===== src/rtl/counter_arb_pkg.sv =====
// Shared types, default sizes and the round-robin pick for the counter arbiter.
package counter_arb_pkg;

   localparam int unsigned DEF_NREQ  = 4;
   localparam int unsigned DEF_WIDTH = 8;
   localparam int unsigned DEF_IDW   = 2;
   localparam int unsigned MAX_NREQ  = 8;
   localparam int unsigned MAX_IDW   = 3;

   typedef enum logic [1:0] {
      StIdle,
      StRun,
      StDone
   } state_e;

   // First set bit of req scanning last+1, last+2, ... modulo n; returns last when req is empty.
   function automatic int unsigned rr_winner(input logic [MAX_NREQ-1:0] req,
                                             input int unsigned last,
                                             input int unsigned n);
      int unsigned win;
      int unsigned idx;
      logic [MAX_IDW-1:0] sel;
      win = last;
      // Walk from the farthest candidate down so the nearest hit is written last.
      for (int unsigned i = MAX_NREQ; i >= 1; i--) begin
         idx = (last + i) % n;
         sel = idx[MAX_IDW-1:0];
         if (i <= n && req[sel]) begin
            win = idx;
         end
      end
      return win;
   endfunction

endpackage


===== src/rtl/counter_arb_if.sv =====
// Requester-side bus of the counter arbiter: levels and lengths in, grant and timing status out.
interface counter_arb_if #(
   parameter int unsigned NREQ  = counter_arb_pkg::DEF_NREQ,
   parameter int unsigned WIDTH = counter_arb_pkg::DEF_WIDTH,
   parameter int unsigned IDW   = counter_arb_pkg::DEF_IDW
);
   logic [NREQ-1:0]       req;
   logic [NREQ*WIDTH-1:0] len;
   logic [NREQ-1:0]       grant;
   logic                  busy;
   logic [WIDTH-1:0]      value;
   logic                  done;
   logic                  abort;
   logic [IDW-1:0]        done_id;

   modport master (
      output req, len,
      input  grant, busy, value, done, abort, done_id
   );

   modport slave (
      input  req, len,
      output grant, busy, value, done, abort, done_id
   );
endinterface


===== src/rtl/counter_en.sv =====
// Up-counter with synchronous clear and count enable; clear wins over enable.
module counter_en #(
   parameter int unsigned WIDTH = 8
) (
   input  logic             clk,
   input  logic             reset,
   input  logic             i_clear,
   input  logic             i_enable,
   output logic [WIDTH-1:0] o_value
);

   logic [WIDTH-1:0] r_value;

   // Counter register: reset and clear to zero, otherwise step when enabled.
   always_ff @(posedge clk) begin
      if (!reset) begin
         r_value <= '0;
      end else if (i_clear) begin
         r_value <= '0;
      end else if (i_enable) begin
         r_value <= r_value + WIDTH'(1);
      end
   end

   assign o_value = r_value;

endmodule


===== src/rtl/counter_arb.sv =====
// Round-robin owner of one shared up-counter: grants a window of len cycles, then reports done.
module counter_arb
   import counter_arb_pkg::*;
#(
   parameter int unsigned NREQ  = DEF_NREQ,
   parameter int unsigned WIDTH = DEF_WIDTH,
   parameter int unsigned IDW   = DEF_IDW
) (
   input logic          clk,
   input logic          reset,
   counter_arb_if.slave bus
);

   state_e           r_state;
   state_e           w_state_next;
   logic [IDW-1:0]   r_last;
   logic [IDW-1:0]   r_done_id;
   logic [WIDTH-1:0] r_len;
   logic [NREQ-1:0]  r_grant;
   logic             r_abort;

   logic [IDW-1:0]   w_win;
   logic [NREQ-1:0]  w_onehot;
   logic [WIDTH-1:0] w_len_arr [NREQ];
   logic [WIDTH-1:0] w_len_win;
   logic [WIDTH-1:0] w_value;
   logic             w_any_req;
   logic             w_owner_req;
   logic             w_clear;
   logic             w_enable;
   logic             w_abandon;

   assign w_any_req   = |bus.req;
   assign w_owner_req = bus.req[r_last];
   assign w_win       = IDW'(rr_winner(MAX_NREQ'(bus.req), int'(r_last), NREQ));
   assign w_onehot    = NREQ'(1) << w_win;
   assign w_len_win   = w_len_arr[w_win];

   // Unpack the flat length bus into one entry per requester.
   always_comb begin
      for (int i = 0; i < NREQ; i++) begin
         w_len_arr[i] = bus.len[i*WIDTH +: WIDTH];
      end
   end

   // Next state plus counter clear/enable; the owner dropping req takes precedence over completion.
   always_comb begin
      w_state_next = r_state;
      w_clear      = 1'b0;
      w_enable     = 1'b0;
      w_abandon    = 1'b0;
      unique case (r_state)
         StIdle: begin
            if (w_any_req) begin
               w_clear      = 1'b1;
               w_state_next = (w_len_win == '0) ? StDone : StRun;
            end
         end
         StRun: begin
            if (!w_owner_req) begin
               w_abandon    = 1'b1;
               w_state_next = StIdle;
            end else if (w_value == r_len - WIDTH'(1)) begin
               w_state_next = StDone;
            end else begin
               w_enable = 1'b1;
            end
         end
         StDone: begin
            w_state_next = StIdle;
         end
         default: begin
            w_state_next = StIdle;
         end
      endcase
   end

   // State, pointer, latched length, grant and the abort pulse.
   always_ff @(posedge clk) begin
      if (!reset) begin
         r_state   <= StIdle;
         r_last    <= IDW'(NREQ - 1);
         r_len     <= '0;
         r_grant   <= '0;
         r_abort   <= 1'b0;
         r_done_id <= '0;
      end else begin
         r_state <= w_state_next;
         r_abort <= w_abandon;
         if (w_clear) begin
            r_grant   <= w_onehot;
            r_last    <= w_win;
            r_len     <= w_len_win;
            r_done_id <= w_win;
         end else if (w_state_next == StIdle) begin
            r_grant <= '0;
         end
      end
   end

   counter_en #(
      .WIDTH(WIDTH)
   ) u_counter (
      .clk     (clk),
      .reset   (reset),
      .i_clear (w_clear),
      .i_enable(w_enable),
      .o_value (w_value)
   );

   assign bus.grant   = r_grant;
   assign bus.busy    = (r_state != StIdle);
   assign bus.done    = (r_state == StDone);
   assign bus.abort   = r_abort;
   assign bus.done_id = r_done_id;
   assign bus.value   = w_value;

endmodule


===== src/flat_wrapper.sv =====
// flat-port wrapper written by rule: the top's interface ports become plain ports
module counter_arb_flat import counter_arb_pkg::*;
#(
   parameter int unsigned NREQ  = DEF_NREQ,
   parameter int unsigned WIDTH = DEF_WIDTH,
   parameter int unsigned IDW   = DEF_IDW
)
  (clk, reset, bus_req, bus_len, bus_grant, bus_busy, bus_value, bus_done, bus_abort, bus_done_id);
  counter_arb_if #(.NREQ(NREQ), .WIDTH(WIDTH), .IDW(IDW)) bus_i ();
  input logic clk;
  input logic reset;
  input wire logic [$bits(bus_i.req)-1:0] bus_req;
  input wire logic [$bits(bus_i.len)-1:0] bus_len;
  output wire logic [$bits(bus_i.grant)-1:0] bus_grant;
  output wire logic [$bits(bus_i.busy)-1:0] bus_busy;
  output wire logic [$bits(bus_i.value)-1:0] bus_value;
  output wire logic [$bits(bus_i.done)-1:0] bus_done;
  output wire logic [$bits(bus_i.abort)-1:0] bus_abort;
  output wire logic [$bits(bus_i.done_id)-1:0] bus_done_id;
  assign bus_i.req = bus_req;
  assign bus_i.len = bus_len;
  assign bus_grant = bus_i.grant;
  assign bus_busy = bus_i.busy;
  assign bus_value = bus_i.value;
  assign bus_done = bus_i.done;
  assign bus_abort = bus_i.abort;
  assign bus_done_id = bus_i.done_id;
  counter_arb #(.NREQ(NREQ), .WIDTH(WIDTH), .IDW(IDW)) u_core (.clk(clk), .reset(reset), .bus(bus_i));
endmodule

===== config.mk =====
export PLATFORM = sky130hd
export DESIGN_NAME = counter_arb_flat
export DESIGN_NICKNAME = d
export VERILOG_FILES = /design/src/rtl/counter_arb_pkg.sv /design/src/rtl/counter_arb_if.sv /design/src/rtl/counter_en.sv /design/src/rtl/counter_arb.sv /design/src/flat_wrapper.sv
export SDC_FILE = /design/constraint.sdc
export NUM_CORES = 1
export LEC_CHECK = 0
export ABC_CLOCK_PERIOD_IN_PS = 6430
export BUFFER_PORTS_ARGS = -buffer_cell sky130_fd_sc_hd__buf_2
export CORE_AREA = 10 10 60 99
export DETAILED_ROUTE_END_ITERATION = 12
export DIE_AREA = 0 0 70 109
export GPL_TIMING_DRIVEN = 0
export HOLD_SLACK_MARGIN = 0.03
export PLACE_DENSITY = 0.65
export SYNTH_ARGS = -nofsm -noshare
export SYNTH_HDL_FRONTEND = slang
export SYNTH_SLANG_ARGS = --single-unit

===== constraint.sdc =====
create_clock -name clk -period 6.43 [get_ports clk]
set_input_delay 1.286 -clock clk [delete_from_list [all_inputs] [get_ports clk]]
set_output_delay 1.286 -clock clk [all_outputs]
set_load 0.03 [all_outputs]

==> results.cfg, run 1 <==
[clock_tree]
clkTransAtPathRegs_ns = 0.09
root_buffer = clkbuf_8
hold_buffers = 0
cts_buffers = 3
cts_setup_buffers = 0
cts.htree.levels = 1
cts_tree = done
clkLatencyLatePin_ns = 0.27
ctsResizeCount = 0
cts_buffer_depth = 2
clock-sinks = 27

[die]
core-area_sq_um = 4320
start_util_pct = 38.7
num_rows = 32
dieWidth_microns = 70
dieArea_sq_um = 7630
die_y_microns = 109
io_pins = 55

[setup_path]
critical_path_class = input port to flip-flop
r2r-end = u_core.u_counter.o_value[7]
cp.arrival_ns = 3.06
crit_path_end_kind = flip-flop
r2r_slack_ns = 3.99
crit_start = bus_req[0]
r2r_start = u_core.r_len[0]
path_cells = buf_2, a21o_1, a31oi_1, buf_2, mux2i_1, mux2i_1, nor4_2, a21oi_1, o21a_1
critPathSlowestCell = buf_2
max_stage_delay_ns = 0.32
required_ns = 6.60
path_max_fanout = 10
cp-endpoint = u_core.r_state[0]
start_kind = input port
reg2regPathDepth = 11

[pwr]
power-per-cell-area_nw_per_um2 = 229
irDropWorstVdd_v = 0.000116
leakagePower_uw = 0.000973

[outcome]
status = finished clean

[synthesis]
synth_top_area_cell = dfxtp_1
synth_area_leaders = dfxtp_1, mux2i_1, nand2_1
synth_cell_type_count = 41
syn_area_per_cell_sq_um = 8.67
yosysSeqAreaShare_pct = 32.3
synth-simple-area-share_pct = 23.8
ys_async_sr_fraction_pct = 0
synth_warnings = 0
synth_edf_count = 0
synthXorXnorAreaFrac_pct = 7.85
yosys.area.top_type_share_pct = 32.3
netlist_top_cells_count = dfxtp_1, mux2i_1, nand2_1
synth_mux_area_share_pct = 16.8
syn_inst = 193
syn_nets = 233
synth.cell_area_sq_um = 1670
ys_seq_elements = 27
synth_top_family_by_area = simple AND/OR/NAND/NOR gates
synthAdderAreaFrac_pct = 1.49
synth_ff_type = dfxtp_1
synth_compound_area_share_pct = 13.5

[place]
pre_cts_ws_ns = 3.22
place_area_sq_um = 2000
place_congestion = 0.742
dp_hpwl_mm = 3.61
port_buffers = 53

[timing]
setup_viol = 0
holdWs_ns = 0.476
tns_ns = 0
max_freq_mhz = 346
skew_ns = 0.00413
drv_slew = 0
worst_slew_pin_slew_ns = 0.512
min_period_ns = 2.89
final-hold-violation-count = 0
maxSlewHeadroom_pct = 65.5
rsz0062_at_grt = no
timing.final.ws_setup_ns = 3.54
finalCritPeriodShare_pct = 44.9

[cells_and_area]
stdcell_area_sq_um = 2050
multi_input_area_sq_um = 1060
fill_cells = 458
fin_nets = 291
diodes = 0
drive_above_1_share_pct = 27.6
final_core_util_pct = 47.4
ff_latch_area_sq_um = 541
syn_to_final_growth_pct = 22.3

[run]
max_cap_viol_count = 0

[drt]
antenna_left = 0
drc_errors = 0
drtIter0Drc = 53
num_vias = 1540
firstDrtPassIters = 4
via_per_inst = 5.12
wl_mm = 4.30
avgRoutedWirePerCell_microns = 14.3

[global_route]
antenna_found_initial = 0
grt_pass1_wl_mm = 7.03
grt_pass1_vias = 1608
grt_max_degree = 15
grt_usage_pct = 10.9
grt_overflow_total = 0

[worst_hold_path]
hp-class = flip-flop to flip-flop
holdPathStages = 2
-- per-stage QoR --
step                      total power, uW  instances
after floorplan                       332        193
after CTS                             474        301
after global placement                374        297
final                                 469        301
after global routing                  500        301
after detailed placement              378        297
-- flip-flops by register name, indices dropped and copies added (netlist names) --
name,cells
u_core.u_counter.o_value,8
u_core.r_last,2
u_core.bus.abort,1
u_core.r_state,2
u_core.r_len,8
u_core.bus.done_id,2
u_core.bus.grant,4
-- per-layer routing --
layer	GRT usage (%)	wire length, microns	share of wire [%]
met1	10.6	1660	39
met3	2.37	218	5.1
met4	5.52	107	2.5
met5	0	0	0
met2	20.9	2310	54
-- worst min path at each step --
stage,startpoint,end,slack (ns)
2_1_floorplan,u_core.r_len[7],u_core.r_len[7],0.46
3_3_place_gp,u_core.bus.done_id[1],u_core.bus.done_id[1],0.46
3_5_place_dp,u_core.bus.done_id[1],u_core.bus.done_id[1],0.47
4_1_cts,u_core.bus.done_id[1],u_core.bus.done_id[1],0.48
5_1_grt,u_core.bus.done_id[1],u_core.bus.done_id[1],0.51
6_report,u_core.bus.done_id[1],u_core.bus.done_id[1],0.48
-- final cells by class --
class	count	area share [%]
Sequential cell	27	26.4
Timing Repair Buffer	53	13.0
Clock buffer	4	2.20
Tap cell	51	3.12
Buffer	11	3.05
Inverter	2	0.367
Multi-Input combinational cell	153	51.9
-- critical path: cells and delay by family --
family,cells,cell delay [ns]
compound gates,4,0.67
buf+inv,2,0.44
mux,2,0.35
simple gates,1,0.32
-- cells in the final DEF (no fill, tap or decap), types with 2 or more instances in the layout --
master	n
buf_2	55
nand2_1	27
mux2i_1	27
dfxtp_1	27
nor2_1	13
xor2_1	11
a21boi_0	10
clkbuf_1	7
a21oi_1	6
o21ai_0	5
nor3_1	5
and3_1	5
xnor2_1	4
nand4_1	4
nor2b_1	3
and2_1	3
clkbuf_8	3
inv_1	2
or2_2	2
nor4_1	2
nor4b_1	2
a31oi_1	2
buf_6	2
nand2b_1	2
nand3_1	2
nor4_2	2
ha_1	2
-- cells by family (layout without fill, tap and decap cells) --
group,count (synthesis),after routing
simple gates,76,76
compound gates,32,32
mux,28,28
flops,27,27
xor+xnor,15,15
buf+inv,13,70
fa+ha+maj,2,2
-- power by group --
| part | internal (uW) | leakage (uW) | switching [uW] |
|---|---|---|---|
| Combinational | 78.0 | 0.000729 | 99.0 |
| Clock | 44.4 | 0.0000228 | 51.3 |
| Sequential | 182 | 0.000221 | 13.7 |
| Total | 305 | 0.000973 | 164 |
No activity file was read; power rests on OpenSTA's default activity.
==> run 2, diff against run 1 <==
--- a/config.mk
+++ b/config.mk
@@ -5,14 +5,15 @@
 export SDC_FILE = /design/constraint.sdc
 export NUM_CORES = 1
 export LEC_CHECK = 0
-export ABC_CLOCK_PERIOD_IN_PS = 6430
+export ABC_AREA = 1
+export ABC_CLOCK_PERIOD_IN_PS = 2900
 export BUFFER_PORTS_ARGS = -buffer_cell sky130_fd_sc_hd__buf_2
-export CORE_AREA = 10 10 60 99
+export CORE_AREA = 10 10 62 103
 export DETAILED_ROUTE_END_ITERATION = 12
-export DIE_AREA = 0 0 70 109
+export DIE_AREA = 0 0 72 113
 export GPL_TIMING_DRIVEN = 0
 export HOLD_SLACK_MARGIN = 0.03
-export PLACE_DENSITY = 0.65
+export PLACE_DENSITY = 0.64
 export SYNTH_ARGS = -nofsm -noshare
 export SYNTH_HDL_FRONTEND = slang
 export SYNTH_SLANG_ARGS = --single-unit
==> constraint.sdc (replaced) <==
create_clock -name clk -period 2.9 [get_ports clk]
set_input_delay 0.58 -clock clk [delete_from_list [all_inputs] [get_ports clk]]
set_output_delay 0.58 -clock clk [all_outputs]
set_load 0.03 [all_outputs]
==> results.cfg, run 2 <==
[synthesis]
synth_compound_area_share_pct = 10.6
synth-simple-area-share_pct = 41.9
ys_seq_elements = 27
synth_top_area_cell = dfxtp_1
synth.cell_area_sq_um = 1820
synth_most_common_cell = nand2_1
ys_async_sr_fraction_pct = 0
synth_top_family_by_area = simple AND/OR/NAND/NOR gates
synth_ff_type = dfxtp_1
syn_nets = 326
synth_mux_area_share_pct = 0
synth_edf_count = 0
syn_inst = 286
synth_cell_type_count = 29
synth_warnings = 0
netlist_top_cells_count = nand2_1, inv_1, nand3_1
synth_area_leaders = dfxtp_1, nand2_1, nand3_1
syn_area_per_cell_sq_um = 6.37
yosysSeqAreaShare_pct = 29.7
synthAdderAreaFrac_pct = 1.37
synthXorXnorAreaFrac_pct = 4.81
yosys.area.top_type_share_pct = 29.7

[outcome]
status = finished clean

[setup_path]
critical_path_class = input port to flip-flop
start_kind = input port
required_ns = 3.10
crit_path_end_kind = flip-flop
path_max_fanout = 10
cp.arrival_ns = 2.38

[global_route]
gr-max-usage-layer = met2
grt_usage_pct = 12.6
grt_pass1_vias = 2064
grt_pass1_wl_mm = 8.65
grt_max_degree = 16
grt_overflow_total = 0
grtUsageMet1_pct = 11.1
antenna_found_initial = 0
use_met2_pct = 24.8
grt_use_met3_pct = 3.15

[clock_tree]
cts_setup_buffers = 0
cts.htree.levels = 1
cts_buffer_depth = 2
cts_tree = done
hold_buffers = 0
clkTransAtPathRegs_ns = 0.09
ctsResizeCount = 0
clkLatencyLatePin_ns = 0.28
cts_buffers = 3
root_buffer = clkbuf_8
clock-sinks = 27

[cells_and_area]
diodes = 0
fill_cells = 541
fin_cells = 396
ff_latch_area_sq_um = 541
stdcell_area_sq_um = 2200
fin_nets = 385
layout_commonest_cell = nand2_1
multi_input_area_sq_um = 1070
drive_above_1_share_pct = 24.7
syn_to_final_growth_pct = 21.0
final_cell_mix = nand2_1, buf_2, inv_1, nand3_1, dfxtp_1

[die]
start_util_pct = 39.4
io_pins = 55
num_rows = 33
dieArea_sq_um = 8140
dieWidth_microns = 72
die_y_microns = 113
core-area_sq_um = 4620

[pwr]
power-per-cell-area_nw_per_um2 = 1070
leakagePower_uw = 0.00113
irDropWorstVdd_v = 0.000871

[place]
place_area_sq_um = 2160
dp_hpwl_mm = 4.34
place_congestion = 0.798
port_buffers = 54
placed_cells = 392

[drt]
firstDrtPassIters = 4
drtIter0Drc = 65
drc_errors = 0
antenna_left = 0
wl_mm = 5.16
avgRoutedWirePerCell_microns = 13.0
via_per_inst = 5.04
num_vias = 1997

[timing]
rsz0062_at_grt = no
worst_slew_pin_slew_ns = 0.640
skew_ns = 0.00484
finalCritPeriodShare_pct = 74.9
drv_slew = 0
final-hold-violation-count = 0
max_freq_mhz = 460
maxSlewHeadroom_pct = 57.2
min_period_ns = 2.17
setup_viol = 0
tns_ns = 0

[worst_hold_path]
hp-class = flip-flop to flip-flop

[run]
max_cap_viol_count = 0
## run 2: cell types whose count changed in the layout (fill, tap and decap cells not counted), sizes merged, moves of 7 or more
cell,change
nand4,+12
nor2,+15
mux2i,-27
nand3,+27
a21oi,+7
a21boi,-11
nand2,+57
o21ai,+7
inv,+32
## run 2: stage by stage
| step | hold WS (ns) | util, % | setup slack [ns] | total power (uW) |
|---|---|---|---|---|
| 2_1_floorplan | 0.448 | - | 0.996 | 1780 |
| 3_3_place_gp | 0.452 | 46.6 | 0.435 | 2140 |
| 3_5_place_dp | 0.456 | 46.6 | 0.414 | 2160 |
| 4_1_cts | 0.471 | 47.6 | 0.688 | 2380 |
| 5_1_grt | 0.490 | 47.6 | 0.522 | 2580 |
| 6_report | 0.468 | 47.6 | 0.727 | 2350 |
## run 2: metal layers
| layer | part of all wire (%) | vias up | wire, microns |
|---|---|---|---|
| met5 | 0 | - | 0 |
| met4 | 2.4 | 0 | 125 |
| met3 | 5.3 | 11 | 274 |
| met2 | 55 | 43 | 2850 |
| met1 | 37 | 891 | 1910 |
| li1 | - | 1052 | - |
## run 2: kinds of logic (layout without fill, tap and decap cells)
kind of cell,Yosys count,after routing
adders and majority gates,2,2
buffers and inverters,46,104
AOI/OAI and AO/OA,35,35
DFF,27,27
and+or+nand+nor,166,166
xor gates and xnor gates,10,10
## run 2: layout make-up
| class | instances | share of cell area (%) |
|---|---|---|
| multi-input cells | 213 | 48.5 |
| repair buffers | 54 | 12.3 |
| clock buffers | 3 | 1.88 |
| clock inverters | 1 | 0.227 |
| flip-flops and latches | 27 | 24.5 |
| well taps | 52 | 2.95 |
| inverters | 36 | 6.25 |
| plain buffers | 10 | 3.35 |
## run 2: path summary, 6_finish.rpt
kind / to / slack [ns] / start / cells past startpoint
setup / recovery: u_core.r_len[5] / 0.73 / bus_req[0] / 7
hold / removal: u_core.bus.grant[0] / 0.47 / u_core.bus.grant[0] / 2
setup reg to reg: u_core.r_state[0] / 0.77 / u_core.r_last[0] / 18
hold reg to reg: u_core.bus.grant[0] / 0.47 / u_core.bus.grant[0] / 2
## run 2: where the power goes
part,internal [uW],switching (uW)
Combinational,554,1050
Clock,96.6,122
Sequential,465,55.0
## run 2: critical path, cell delays in order
cell and delay, ns:
buf_2 0.11, nor4_1 0.31, nor2_1 0.19, nor2_1 0.53, inv_1 0.16, clkbuf_1 0.27
o22ai_1 0.21
==> run 3, diff against run 2 <==
--- a/config.mk
+++ b/config.mk
@@ -5,15 +5,15 @@
 export SDC_FILE = /design/constraint.sdc
 export NUM_CORES = 1
 export LEC_CHECK = 0
-export ABC_AREA = 1
-export ABC_CLOCK_PERIOD_IN_PS = 2900
+export ABC_AREA = 0
+export ABC_CLOCK_PERIOD_IN_PS = 1900
 export BUFFER_PORTS_ARGS = -buffer_cell sky130_fd_sc_hd__buf_2
-export CORE_AREA = 10 10 62 103
+export CORE_AREA = 10 10 60 99
 export DETAILED_ROUTE_END_ITERATION = 12
-export DIE_AREA = 0 0 72 113
+export DIE_AREA = 0 0 70 109
 export GPL_TIMING_DRIVEN = 0
 export HOLD_SLACK_MARGIN = 0.03
-export PLACE_DENSITY = 0.64
+export PLACE_DENSITY = 0.68
 export SYNTH_ARGS = -nofsm -noshare
 export SYNTH_HDL_FRONTEND = slang
 export SYNTH_SLANG_ARGS = --single-unit
==> constraint.sdc (replaced) <==
create_clock -name clk -period 1.9 [get_ports clk]
set_input_delay 0.38 -clock clk [delete_from_list [all_inputs] [get_ports clk]]
set_output_delay 0.38 -clock clk [all_outputs]
set_load 0.03 [all_outputs]
==> results.cfg, run 3 (same netlist as run 1, synthesis figures left out) <==
[drt]
num_vias = 1658
wl_mm = 4.85
drtIter0Drc = 59
antenna_left = 0
avgRoutedWirePerCell_microns = 15.4
via_per_inst = 5.25
firstDrtPassIters = 4
drc_errors = 0

[timing]
final-hold-violation-count = 0
timing.final.ws_setup_ns = -0.262
max_freq_mhz = 462
finalCritPeriodShare_pct = 114
worst_slew_pin_slew_ns = 0.440
rsz0062_at_grt = yes
setup_viol = 10
maxSlewHeadroom_pct = 70.5
skew_ns = 0.00457
drv_slew = 0
min_period_ns = 2.16

[place]
placed_cells = 297
place_congestion = 0.784
port_buffers = 53
dp_hpwl_mm = 3.64

[cells_and_area]
final_core_util_pct = 55.8
fin_cells = 316
multi_input_area_sq_um = 1250
final_cell_mix = buf_2, nand2_1, dfxtp_1, mux2i_1
drive_above_1_share_pct = 47.9
fill_cells = 424
fin_nets = 306
syn_to_final_growth_pct = 44.2
layout_commonest_cell = buf_2
ff_latch_area_sq_um = 559
diodes = 0

[setup_path]
r2r-end = u_core.r_state[0]
r2r_start = u_core.r_last[1]
r2r_slack_ns = -0.26
cp.arrival_ns = 2.34
required_ns = 2.08
reg2regPathDepth = 9
crit_path_end_kind = flip-flop
start_kind = flip-flop
critical_path_class = flip-flop to flip-flop
path_max_fanout = 7

[worst_hold_path]
hp-start = reset
holdPathStages = 2
hp-class = input port to flip-flop
whs_endpoint = u_core.r_last[0]

[clock_tree]
cts_tree = done
clock-sinks = 27
root_buffer = clkbuf_8
cts_buffer_depth = 2
clkLatencyLatePin_ns = 0.28
clkTransAtPathRegs_ns = 0.10
cts.htree.levels = 1
cts_buffers = 3

[global_route]
antenna_found_initial = 0
grt_overflow_total = 0
grt_usage_pct = 12.1
grt_max_degree = 17
grt_pass1_wl_mm = 7.86
grt_pass1_vias = 1795

[die]
num_rows = 32
dieWidth_microns = 70
core-area_sq_um = 4320
dieArea_sq_um = 7630
start_util_pct = 38.7
die_y_microns = 109
io_pins = 55

[pwr]
leakagePower_uw = 0.00108
power-per-cell-area_nw_per_um2 = 781
irDropWorstVdd_v = 0.000535

[run]
max_cap_viol_count = 0

[outcome]
status = finished with violations
violations = setup timing
## run 3: metal layers
layer | share of wire, % | GRT usage, % | vias up
li1 | - | - | 827
met1 | 37 | 10.9 | 771
met2 | 56 | 24.6 | 50
met3 | 4.9 | 2.73 | 10
met4 | 2.2 | 5.38 | 0
met5 | 0 | 0 | -
## run 3: layout make-up
cell class | instances | share of cell area [%]
Tap cell | 51 | 2.64
Inverter | 2 | 0.311
Buffer | 10 | 3.32
Clock inverter | 1 | 0.311
Clock buffer | 3 | 1.71
Sequential cell | 27 | 23.2
Multi-Input combinational cell | 153 | 51.9
Timing Repair Buffer | 69 | 16.6
## run 3: metrics by stage
step,instance area (sq um),TNS (ns),power (uW),hold slack [ns],setup slack (ns)
after CTS,2330,-0.712,1830,0.409,-0.264
final,2410,-0.986,1890,0.409,-0.262
after floorplan,1750,-0.00828,1170,0.455,-0.00828
after global routing,2410,-2.46,1990,0.422,-0.347
after detailed placement,2080,-2.85,1330,0.472,-0.387
after global placement,2080,-2.18,1320,0.460,-0.386
## run 3: power breakdown
part	internal, uW	total [uW]	switching [uW]
Clock	149	348	198
Sequential	622	684	61.9
Combinational	432	854	423
Total	1200	1890	683
## run 3: repair_timing
item,4_1_cts,5_1_grt
endpoints found under the setup margin,15,19
pin swaps,11,12
hold buffers,0,0
setup buffers,9,5
resized for setup,30,19
gates cloned,3,0
## run 3: critical path: stages (launching register included)
cell and delay (ns):
dfxtp_2 0.35, buf_6 0.13, a21o_1 0.20, a31oi_4 0.21
buf_6 0.18, mux2i_2 0.22, mux2i_2 0.11, nor4_2 0.35
a21oi_1 0.12, o21a_1 0.20
## run 3: worst max path at each step
stage,start,endpoint,cells past startpoint
finish,u_core.r_last[1],u_core.r_state[0],9
global route,u_core.r_last[1],u_core.r_state[0],9
detailed placement,bus_req[3],u_core.r_state[0],9
global placement,bus_req[3],u_core.r_state[0],9
floorplan,u_core.r_last[1],u_core.r_state[0],9
CTS,u_core.r_last[1],u_core.r_state[0],10
